[src/rtl/noc_packetizer.sv]
// noc_packetizer: source-side NoC interface turning requests and payload words into a flit stream
module noc_packetizer #(
  parameter int NOC_WIDTH = 4,
  parameter int NOC_LENGTH = 4,
  parameter int ROUTER_ID = 0,
  parameter int DATA_WIDTH = 32,
  parameter int MAX_PAYLOAD = 4,
  localparam int XW = $clog2(NOC_WIDTH),
  localparam int YW = $clog2(NOC_LENGTH),
  localparam int TAW = XW + YW,
  localparam int LEN_W = $clog2(MAX_PAYLOAD + 1)
) (
  input  logic                  clk,
  input  logic                  rst_n,
  input  logic                  req_valid,
  output logic                  req_ready,
  input  logic [XW-1:0]         req_dest_x,
  input  logic [YW-1:0]         req_dest_y,
  input  logic [LEN_W-1:0]      req_len,
  input  logic                  data_valid,
  output logic                  data_ready,
  input  logic [DATA_WIDTH-1:0] data_in,
  output logic                  flit_valid,
  input  logic                  flit_ready,
  output logic [1:0]            flit_type,
  output logic [DATA_WIDTH-1:0] flit_data,
  output logic                  err,
  output logic                  busy
);
  typedef enum logic {IDLE, BODY} state_t;
  localparam logic [1:0] T_BODY = 2'b00, T_HEAD = 2'b01, T_TAIL = 2'b10, T_HT = 2'b11;
  state_t state, state_nx;
  logic [LEN_W-1:0] rem, rem_nx;
  logic [7:0] seq;
  logic slot, req_fire, data_fire, legal, load, hdr_load;
  logic [1:0] type_nx;
  logic [DATA_WIDTH-1:0] data_nx, hdr;
  assign slot = !flit_valid || flit_ready;
  assign req_ready = state == IDLE && slot;
  assign data_ready = state == BODY && slot;
  assign req_fire = req_valid && req_ready;
  assign data_fire = data_valid && data_ready;
  assign legal = 32'(req_dest_x) < NOC_WIDTH && 32'(req_dest_y) < NOC_LENGTH && 32'(req_len) <= MAX_PAYLOAD;
  assign hdr = DATA_WIDTH'({seq, req_len, TAW'(ROUTER_ID), req_dest_y, req_dest_x});
  assign busy = state != IDLE;
  // FSM state register
  always_ff @(posedge clk or negedge rst_n)
    if (!rst_n) state <= IDLE;
    else state <= state_nx;
  // next state, remaining count and the flit to load this cycle
  always_comb begin
    state_nx = state;
    rem_nx = rem;
    load = 1'b0;
    hdr_load = 1'b0;
    type_nx = T_BODY;
    data_nx = data_in;
    if (req_fire && legal) begin
      load = 1'b1;
      hdr_load = 1'b1;
      type_nx = req_len == '0 ? T_HT : T_HEAD;
      data_nx = hdr;
      rem_nx = req_len;
      state_nx = req_len == '0 ? IDLE : BODY;
    end else if (data_fire) begin
      load = 1'b1;
      type_nx = rem == LEN_W'(1) ? T_TAIL : T_BODY;
      rem_nx = rem - LEN_W'(1);
      state_nx = rem == LEN_W'(1) ? IDLE : BODY;
    end
  end
  // flit output register, sequence counter and error pulse
  always_ff @(posedge clk or negedge rst_n)
    if (!rst_n) begin
      rem <= '0;
      seq <= '0;
      err <= 1'b0;
      flit_valid <= 1'b0;
      flit_type <= T_BODY;
      flit_data <= '0;
    end else begin
      rem <= rem_nx;
      err <= req_fire && !legal;
      if (hdr_load) seq <= seq + 8'd1;
      if (slot) begin
        flit_valid <= load;
        if (load) begin
          flit_type <= type_nx;
          flit_data <= data_nx;
        end
      end
    end
endmodule

[config.mk]
export PLATFORM = sky130hd
export DESIGN_NAME = noc_packetizer
export DESIGN_NICKNAME = d
export VERILOG_FILES = /design/src/rtl/noc_packetizer.sv
export SDC_FILE = /design/constraint.sdc
export NUM_CORES = 1
export LEC_CHECK = 0
export CAP_MARGIN = 10
export CORE_MARGIN = 4
export CORE_UTILIZATION = 45
export DETAILED_ROUTE_END_ITERATION = 10
export GPL_TIMING_DRIVEN = 0
export PLACE_DENSITY = 0.79
export SYNTH_ARGS = -nofsm -noshare
export SYNTH_HDL_FRONTEND = slang
export SYNTH_SLANG_ARGS = --single-unit
[constraint.sdc]
create_clock -name clk -period 2.3 [get_ports clk]
set_input_delay 0.23 -clock clk [delete_from_list [all_inputs] [get_ports clk]]
set_output_delay 0.23 -clock clk [all_outputs]
set_load 0.05 [all_outputs]
# After elaboration in Yosys (flattened, before gate mapping)
# Cells that the tools add are included.
# Widths: inputs -> output; s select.
dict set report word_totals {
  register_bits 48
  word_cells 38
  inputBits 44
  output_inout_bits 39
}
dict set report op_classes {
  mux 14
  n_addsub 2
  eq_ne 1
  reduce_logical 12
  n_lt_le_gt_ge 1
  bitwise_logic 1
}
# op n
set ops {}
lappend ops {{$mux 32} 1}
lappend ops {{$add 8x1->8 const B} 1}
lappend ops {{$mux 2} 4}
lappend ops {{$mux 1} 7}
lappend ops {{$logic_and 1x1->1} 6}
lappend ops {{$mux 3} 2}
lappend ops {{$eq 3x1->1 const B} 1}
lappend ops {{$le 3x3->1 const B} 1}
lappend ops {{$logic_not 3->1} 1}
lappend ops {{$sub 3x1->3 const B} 1}
lappend ops {{$logic_not 1->1} 2}
lappend ops {{$reduce_and 2->1} 1}
lappend ops {{$reduce_bool 2->1} 1}
lappend ops {{$logic_or 1x1->1} 1}
lappend ops {{$not 1->1} 1}

# Depth between registers and ports, before layout
# Gate-level depths: netlist of run 1.
dict set report logic_depth {
  word_depth 7
  ltp_mapped 7
  ltp_nobuf 5
}

# Worst setup path after synthesis of run 1
# Ideal clock, no wire load.
dict set report synth_timing {
  kind {reg-to-reg}
  from {register flit_valid}
  to {register err}
  period_less_slack_ns 1.893
  t_required_ns 2.227
  arrival_ns 1.820
  slack_ns 0.407
  setup_ns 0.073
  path_stages_with_launch 6
  n_path_buf 1
  path_cell_list {dfrtp_1 nand2b_1 buf_2 nor2b_1 nand2_1 nor2_1}
}
dict set report synth_via {
  elab_chain_len 5
}
# item line_no
set synth_rtl {}
lappend synth_rtl {{start, declared} 23} ;# output logic flit_valid,
lappend synth_rtl {{start signal, assigned} 86} ;# flit_valid <= load;
lappend synth_rtl {{$logic_not 1->1} 38} ;# assign slot = !flit_valid || flit_ready;
lappend synth_rtl {{$logic_or 1x1->1} 38}
lappend synth_rtl {{$logic_and 1x1->1} 39} ;# assign req_ready = state == IDLE && slot;
lappend synth_rtl {{net req_ready} 16} ;# output logic req_ready,
lappend synth_rtl {{$logic_and 1x1->1} 41} ;# assign req_fire = req_valid && req_ready;
lappend synth_rtl {{$logic_and 1x1->1} 83} ;# err <= req_fire && !legal;
lappend synth_rtl {{end signal, assigned} 83}
lappend synth_rtl {{end, declared} 27} ;# output logic err,
# The timed path passes the listed nets, and every way through them passes these cells.
# A chain may end at the register's enable or synchronous reset.

# Worst setup path after layout of run 1
dict set report layout_timing {
  from {input port flit_ready}
  to {output port req_ready}
}
dict set report layout_via {
  elab_chain_len 2
}
# item line_no
set layout_rtl {}
lappend layout_rtl {{start, declared} 24} ;# input logic flit_ready,
lappend layout_rtl {{$logic_or 1x1->1} 38}
lappend layout_rtl {{$logic_and 1x1->1} 39}
lappend layout_rtl {{end, declared} 16}
# No other way between the ends.

==> results by group, run 1 <==
Status
  – Status: complete, no violations

Routing
  – Routed length per instance: 14.6 um
  – Initial drt markers: 67
  – Routed via count: 1905
  – Final WL: 5.38 mm
  – Routed vias/inst: 5.16
  – Final antenna-violating net count: 0
  – 1st-pass router iterations: 4
  – DRC: 0

Pwr
  – Pleak: 1.40 nW
  – Switching share of power: 48.7%
  – Combinational Power Share: 58.1%
  – Psw: 2.23 mW
  – Clock power share: 10.4%
  – Internal: 2.35 mW
  – Sequential Power Share: 31.5%
  – Pwr/cell area: 1470 nW/um2
  – Worst VDD drop: 0.000752 V

Finish
  – Commonest non-fill, non-tap cell in the layout: clkdlybuf4s50_1
  – Most frequent cells in the layout: 81 x clkdlybuf4s50_1, 68 x nand2_1, 48 x dfrtp_1
  – Antenna Cells: 0
  – Fin util: 69.8%
  – Fill cell count: 372
  – Share of cells above drive strength 1: 7.57%
  – Final #Nets: 364
  – Syn-to-layout area delta: 46.3%

STA
  – Minimum clock period: 2.18 ns
  – Fmax: 459 MHz
  – RSZ-0062 raised after global routing: no
  – Fin. max-slew vios: 0
  – # setup viols final: 0
  – Relative slew slack: 64.3%
  – Hold Fails Final Rpt: 0
  – Clock skew: 0.00502 ns
  – Slew @ Worst Pin: 0.533 ns
  – Final hold slack: 0.389 ns
  – Period utilization: 94.8%

Critical path
  – Worst R2R Setup Slack: 0.82 ns
  – RR Endpoint: flit_data[20]$_DFFE_PN0P_
  – RR Startpoint: flit_valid$_DFFE_PN0N_
  – CP startpoint kind: input pin
  – Crit path DAT: 1.95 ns
  – Crit path to: req_ready
  – Worst R2R Path Depth: 7
  – Crit Path Class: in2out
  – Crit path required time: 2.07 ns
  – Worst setup path start: flit_ready
  – Setup crit end kind: output pin
  – CP max FO: 8

Clocking
  – CTS Buf Count: 5
  – Root buf cell: clkbuf_8
  – CTS tree: done
  – Clock Latency Late Sink: 0.30 ns
  – Clock Path Buffers: 2
  – Clock slew seen by the registers of the worst setup and hold paths: 0.08 ns
  – TritonCTS Sinks: 48
  – CTS resizes: 0
  – H-tree levels: 2

Global routing
  – Vias in the first global route: 1871
  – Global route overflow: 0
  – Total GRT Usage: 19.0%
  – Initial antenna violation count: 0
  – Global-route wire length before repair: 8.89 mm
  – Largest net degree at the start of global routing: 33

Synthesis
  – Synth Instances: 226
  – Synth Warn #: 0
  – Post-synth ARST share: 100%
  – Avg Inst Size Synth: 9.44 um2
  – Sequential area share after synthesis: 56.3%
  – Area share of the largest cell type after synthesis: 56.3%
  – Synth area leader: dfrtp_1
  – Synth Flop Type: dfrtp_1
  – Synth cell types: 29
  – Net Count, Synth: 273
  – Top cells by area, synth: dfrtp_1 56%, nand2_1 12%, a31oi_1 3.8%
  – FF+latch count, synth: 48
  – Number of synthesized flops with an enable pin: 0
  – Post-Syn Area: 2130 um2

Die
  – Die width: 76.9 um
  – DIE AREA: 5910 um2
  – Initial core utilization: 47.7%
  – Die Height: 76.9 um
  – Core region area: 4470 um2
  – # IOs: 83
  – Rows: 24

Placement
  – Post-DP HPWL: 4.04 mm
  – Routability Congestion: 0.784
  – Buffers on Ports: 82

Min path
  – Type of the tightest min-delay check: in2async

Job
  – Max_cap viols: 0
[cell type report]
type / count / area (um2) / area share (%)
Tap cell: 52 / 65.1 / 2.08
Clock buffer: 6 / 72.6 / 2.32
Buffer: 15 / 85.1 / 2.73
Sequential cell: 48 / 1200 / 38.5
Inverter: 2 / 7.51 / 0.240
Timing Repair Buffer: 84 / 846 / 27.1
Multi-Input combinational cell: 161 / 840 / 26.9
Clock inverter: 1 / 5.00 / 0.160
[kinds of logic after synthesis]
group	synth area share, %
xor+xnor	2.87
compound gates	9.97
fa+ha+maj	1.76
mux	1.41
buf+inv	4.34
flops	56.3
simple gates	23.3
[metal layers]
layer  up-vias  global-route usage [%]  share of wire [%]
met1       897                    24.4                 45
met4         0                    8.70                2.8
met3        10                    4.33                5.6
li1        933                       -                  -
met5         -                       0                  0
met2        65                    30.6                 46
[registers in the layout (all words and copies together), names as in the netlist]
name and count:
err 1, flit_type 2, seq 8, flit_valid 1, busy 1, flit_data 32, rem 3
[worst max-delay path: stages]
cell             delay (ns)
clkdlybuf4s50_1        0.44
nand2b_1               0.08
buf_2                  0.18
nor2b_1                0.19
clkdlybuf4s50_1        0.82
[power groups by stage]
stage / logic (mW) / clock network [mW] / registers, mW
6_report: 2.66 / 0.476 / 1.44
5_1_grt: 2.83 / 0.517 / 1.48
4_1_cts: 2.68 / 0.486 / 1.44
3_5_place_dp: 2.67 / 0 / 1.46
3_3_place_gp: 2.63 / 0 / 1.44
2_1_floorplan: 0.751 / 0 / 2.45
[what timing repair did]
action                    4_1_cts  5_1_grt
hold buffers                    1        0
buffers inserted                0        0
hold endpoints to repair       16        0
[worst min path at each step]
stage	endpoint	slack, ns	cells past startpoint
after global routing	flit_data[24]$_DFFE_PN0P_	0.41	2
after detailed placement	err$_DFF_PN0_	0.18	1
after CTS	err$_DFF_PN0_	0.40	2
final	flit_data[17]$_DFFE_PN0P_	0.39	2
after global placement	seq[7]$_DFFE_PN0P_	0.46	1
after floorplan	busy$_DFFE_PN0P_	-0.07	0
[cell usage after synthesis (2+ instances only)]
library cell / instances
inv_1: 2
buf_2: 8
o21ai_0: 2
nor2_1: 17
nand4_1: 2
buf_4: 5
xor2_1: 3
nand2_1: 68
a31oi_1: 13
and3_1: 2
o21ai_1: 2
clkbuf_1: 2
nor2b_1: 4
nand3b_1: 2
nor3_1: 2
nand3_1: 9
a21oi_1: 16
dfrtp_1: 48
xnor2_1: 4
o211ai_1: 2
mux2i_1: 3
ha_1: 3
[through the flow]
step	cells	setup slack, ns	power, mW	setup TNS [ns]	area [um2]
floorplan	226	0.407	3.20	0	2130
global placement	360	-0.349	4.08	-16.64	3020
detailed placement	361	0.123	4.13	0	3030
CTS	369	0.109	4.61	0	3120
global route	369	0.0461	4.83	0	3120
finish	369	0.120	4.58	0	3120
No activity file was read; power rests on OpenSTA's default activity.
==> run 2, diff against run 1 <==
ABC_AREA = 0   (was not set)
==> results of run 2 <==
Same layout as run 1: the final DEF is identical, and so are final timing and power.
==> run 3, diff against run 2 <==
CAP_MARGIN = 20   (was 10)
PLACE_DENSITY = 0.87   (was 0.79)
TNS_END_PERCENT = 50   (was not set)
==> results by group, run 3 (synthesis gave the netlist of run 1 again) <==
Status
  – Status: complete, no violations

Routing
  – Initial drt markers: 106 (+58%)
  – DRC: 0 (unchanged)
  – Final antenna-violating net count: 0 (unchanged)
  – 1st-pass router iterations: 4 (unchanged)
  – Routed vias/inst: 5.16 (about the same)
  – Final WL: 5.59 mm (+4.0%)
  – Routed length per instance: 15.1 um (+3.8%)
  – Routed via count: 1909 (+0.21%)

Critical path
  – Crit-path cells: clkdlybuf4s50_1, nand2b_1, buf_2, nor2b_1, clkdlybuf4s50_1
  – CP max FO: 8 (unchanged)
  – Worst R2R Path Depth: 7 (unchanged)
  – Worst setup path start: flit_ready
  – Crit path DAT: 1.94 ns (about the same)
  – Crit-path most repeated cell: clkdlybuf4s50_1
  – Crit-path slowest cell: clkdlybuf4s50_1
  – CP peak stage delay: 0.82 ns (about the same)
  – Crit Path Class: in2out
  – Crit path buffers/inverters: 3 (unchanged)
  – Worst R2R Setup Slack: 0.81 ns (about the same)
  – Worst path depth: 5 (unchanged)
  – Crit path required time: 2.07 ns (about the same)
  – CP startpoint kind: input pin
  – Worst path top cell family by delay: buffers and inverters
  – RR Startpoint: flit_valid$_DFFE_PN0N_
  – Crit path to: req_ready
  – Setup crit end kind: output pin
  – RR Endpoint: flit_data[20]$_DFFE_PN0P_

Finish
  – Share of cells above drive strength 1: 8.18% (+0.61 points)
  – Final Non-Filler Cells: 370 (+0.27%)
  – Commonest non-fill, non-tap cell in the layout: clkdlybuf4s50_1
  – Most frequent cells in the layout: 81 x clkdlybuf4s50_1, 68 x nand2_1, 48 x dfrtp_1
  – Design Area, Final: 3140 um2 (+0.72%)
  – Final #Nets: 364 (unchanged)
  – Top flop regs: flit_data (32), seq (8), rem (3)
  – Syn-to-layout area delta: 47.4%
  – Largest Register: flit_data
  – Antenna Cells: 0 (unchanged)
  – Max reg flops: 32 (unchanged)

STA
  – Fmax: 460 MHz (+0.30%)
  – Clock skew: 0.00747 ns (+0.00245 ns)
  – # setup viols final: 0 (unchanged)
  – Fin. max-slew vios: 0 (unchanged)
  – Period utilization: 94.5% (-0.29 points)
  – Setup TNS: 0 ns (unchanged)
  – Slew @ Worst Pin: 0.594 ns (+0.0603 ns)
  – Relative slew slack: 60.4% (-3.9 points)
  – Minimum clock period: 2.17 ns (-0.00658 ns)
  – Hold Fails Final Rpt: 0 (unchanged)
  – RSZ-0062 raised after global routing: no

Clocking
  – Clock slew seen by the registers of the worst setup and hold paths: 0.08 ns (about the same)
  – CTS tree: done
  – Clock Path Buffers: 2 (unchanged)
  – CTS Buf Count: 5 (unchanged)
  – TritonCTS Sinks: 48 (unchanged)
  – Clock Latency Late Sink: 0.30 ns (about the same)
  – Post-CTS Hold Fix Bufs: 1 (unchanged)
  – H-tree levels: 2 (unchanged)
  – Post CTS Setup Buffer Count: 0 (unchanged)
  – Root buf cell: clkbuf_8
  – CTS resizes: 0 (unchanged)

Placement
  – Post-DP HPWL: 4.14 mm (+2.6%)
  – Buffers on Ports: 82 (unchanged)
  – Routability Congestion: 0.799 (+1.9%)
  – Placed cell count: 361 (unchanged)
  – Post-DP Area: 3040 um2 (+0.25%)

Pwr
  – Pwr/cell area: 1480 nW/um2 (+0.68%)
  – Worst VDD drop: 0.000809 V (+7.6%)
  – Pleak: 1.42 nW (+0.94%)

Global routing
  – Largest net degree at the start of global routing: 26 (-21%)
  – Global-route wire length before repair: 9.24 mm (+4.0%)
  – Initial antenna violation count: 0 (unchanged)
  – Vias in the first global route: 1873 (+0.11%)
  – Total GRT Usage: 19.6% (+0.59 points)
  – Global route overflow: 0 (unchanged)

Min path
  – Type of the tightest min-delay check: in2reg

Die
  – DIE AREA: 5910 um2 (unchanged)
  – Rows: 24 (unchanged)
  – Die width: 76.9 um (unchanged)
  – Core region area: 4470 um2 (unchanged)
  – # IOs: 83 (unchanged)
  – Die Height: 76.9 um (unchanged)
  – Initial core utilization: 47.7% (unchanged)

Job
  – Max_cap viols: 0 (unchanged)
## run 3: per-layer routing
layer,vias up,track usage (%),wire length (um)
li1,931,-,-
met1,902,26.4,2520
met2,69,30.5,2640
met3,7,5.15,355
met4,0,7.07,82
met5,-,0,0
## run 3: worst min-delay path, cell delays in order
cell and delay (ns):
clkdlybuf4s50_1 0.39, nand2_1 0.05, nand2_1 0.04
## run 3: worst min path at each step
stage | start | endpoint | depth (start not counted)
after global placement | seq[7]$_DFFE_PN0P_ | seq[7]$_DFFE_PN0P_ | 1
after detailed placement | rst_n | busy$_DFFE_PN0P_ | 1
after global routing | data_in[22] | flit_data[22]$_DFFE_PN0P_ | 3
final | data_in[22] | flit_data[22]$_DFFE_PN0P_ | 3
after CTS | data_in[22] | flit_data[22]$_DFFE_PN0P_ | 3
after floorplan | rst_n | busy$_DFFE_PN0P_ | 0
## run 3: power by group
group	internal (mW)	total (mW)	leakage [nW]	switching [mW]
registers	1.20	1.45	0.599	0.241
clock network	0.240	0.523	0.0510	0.282
logic	0.936	2.67	0.767	1.74
## run 3: stage by stage
step	setup WS [ns]	utilization, %	power, mW	hold slack, ns
6_report	0.126	70.3	4.64	0.452
5_1_grt	0.0466	70.3	4.89	0.461
4_1_cts	0.101	70.3	4.67	0.446
3_5_place_dp	0.108	68.0	4.15	0.265
3_3_place_gp	-0.361	67.5	4.08	0.460
2_1_floorplan	0.407	-	3.20	-0.0656
## run 3: layout make-up
type | instances | area (um2)
fill | 355 | 1330
inverter | 2 | 7.51
timing repair buffer | 84 | 853
clock buffer | 6 | 82.6
tap | 52 | 65.1
sequential | 48 | 1200
buffer | 15 | 85.1
multi-input combinational | 161 | 840
clock inverter | 2 | 10.0
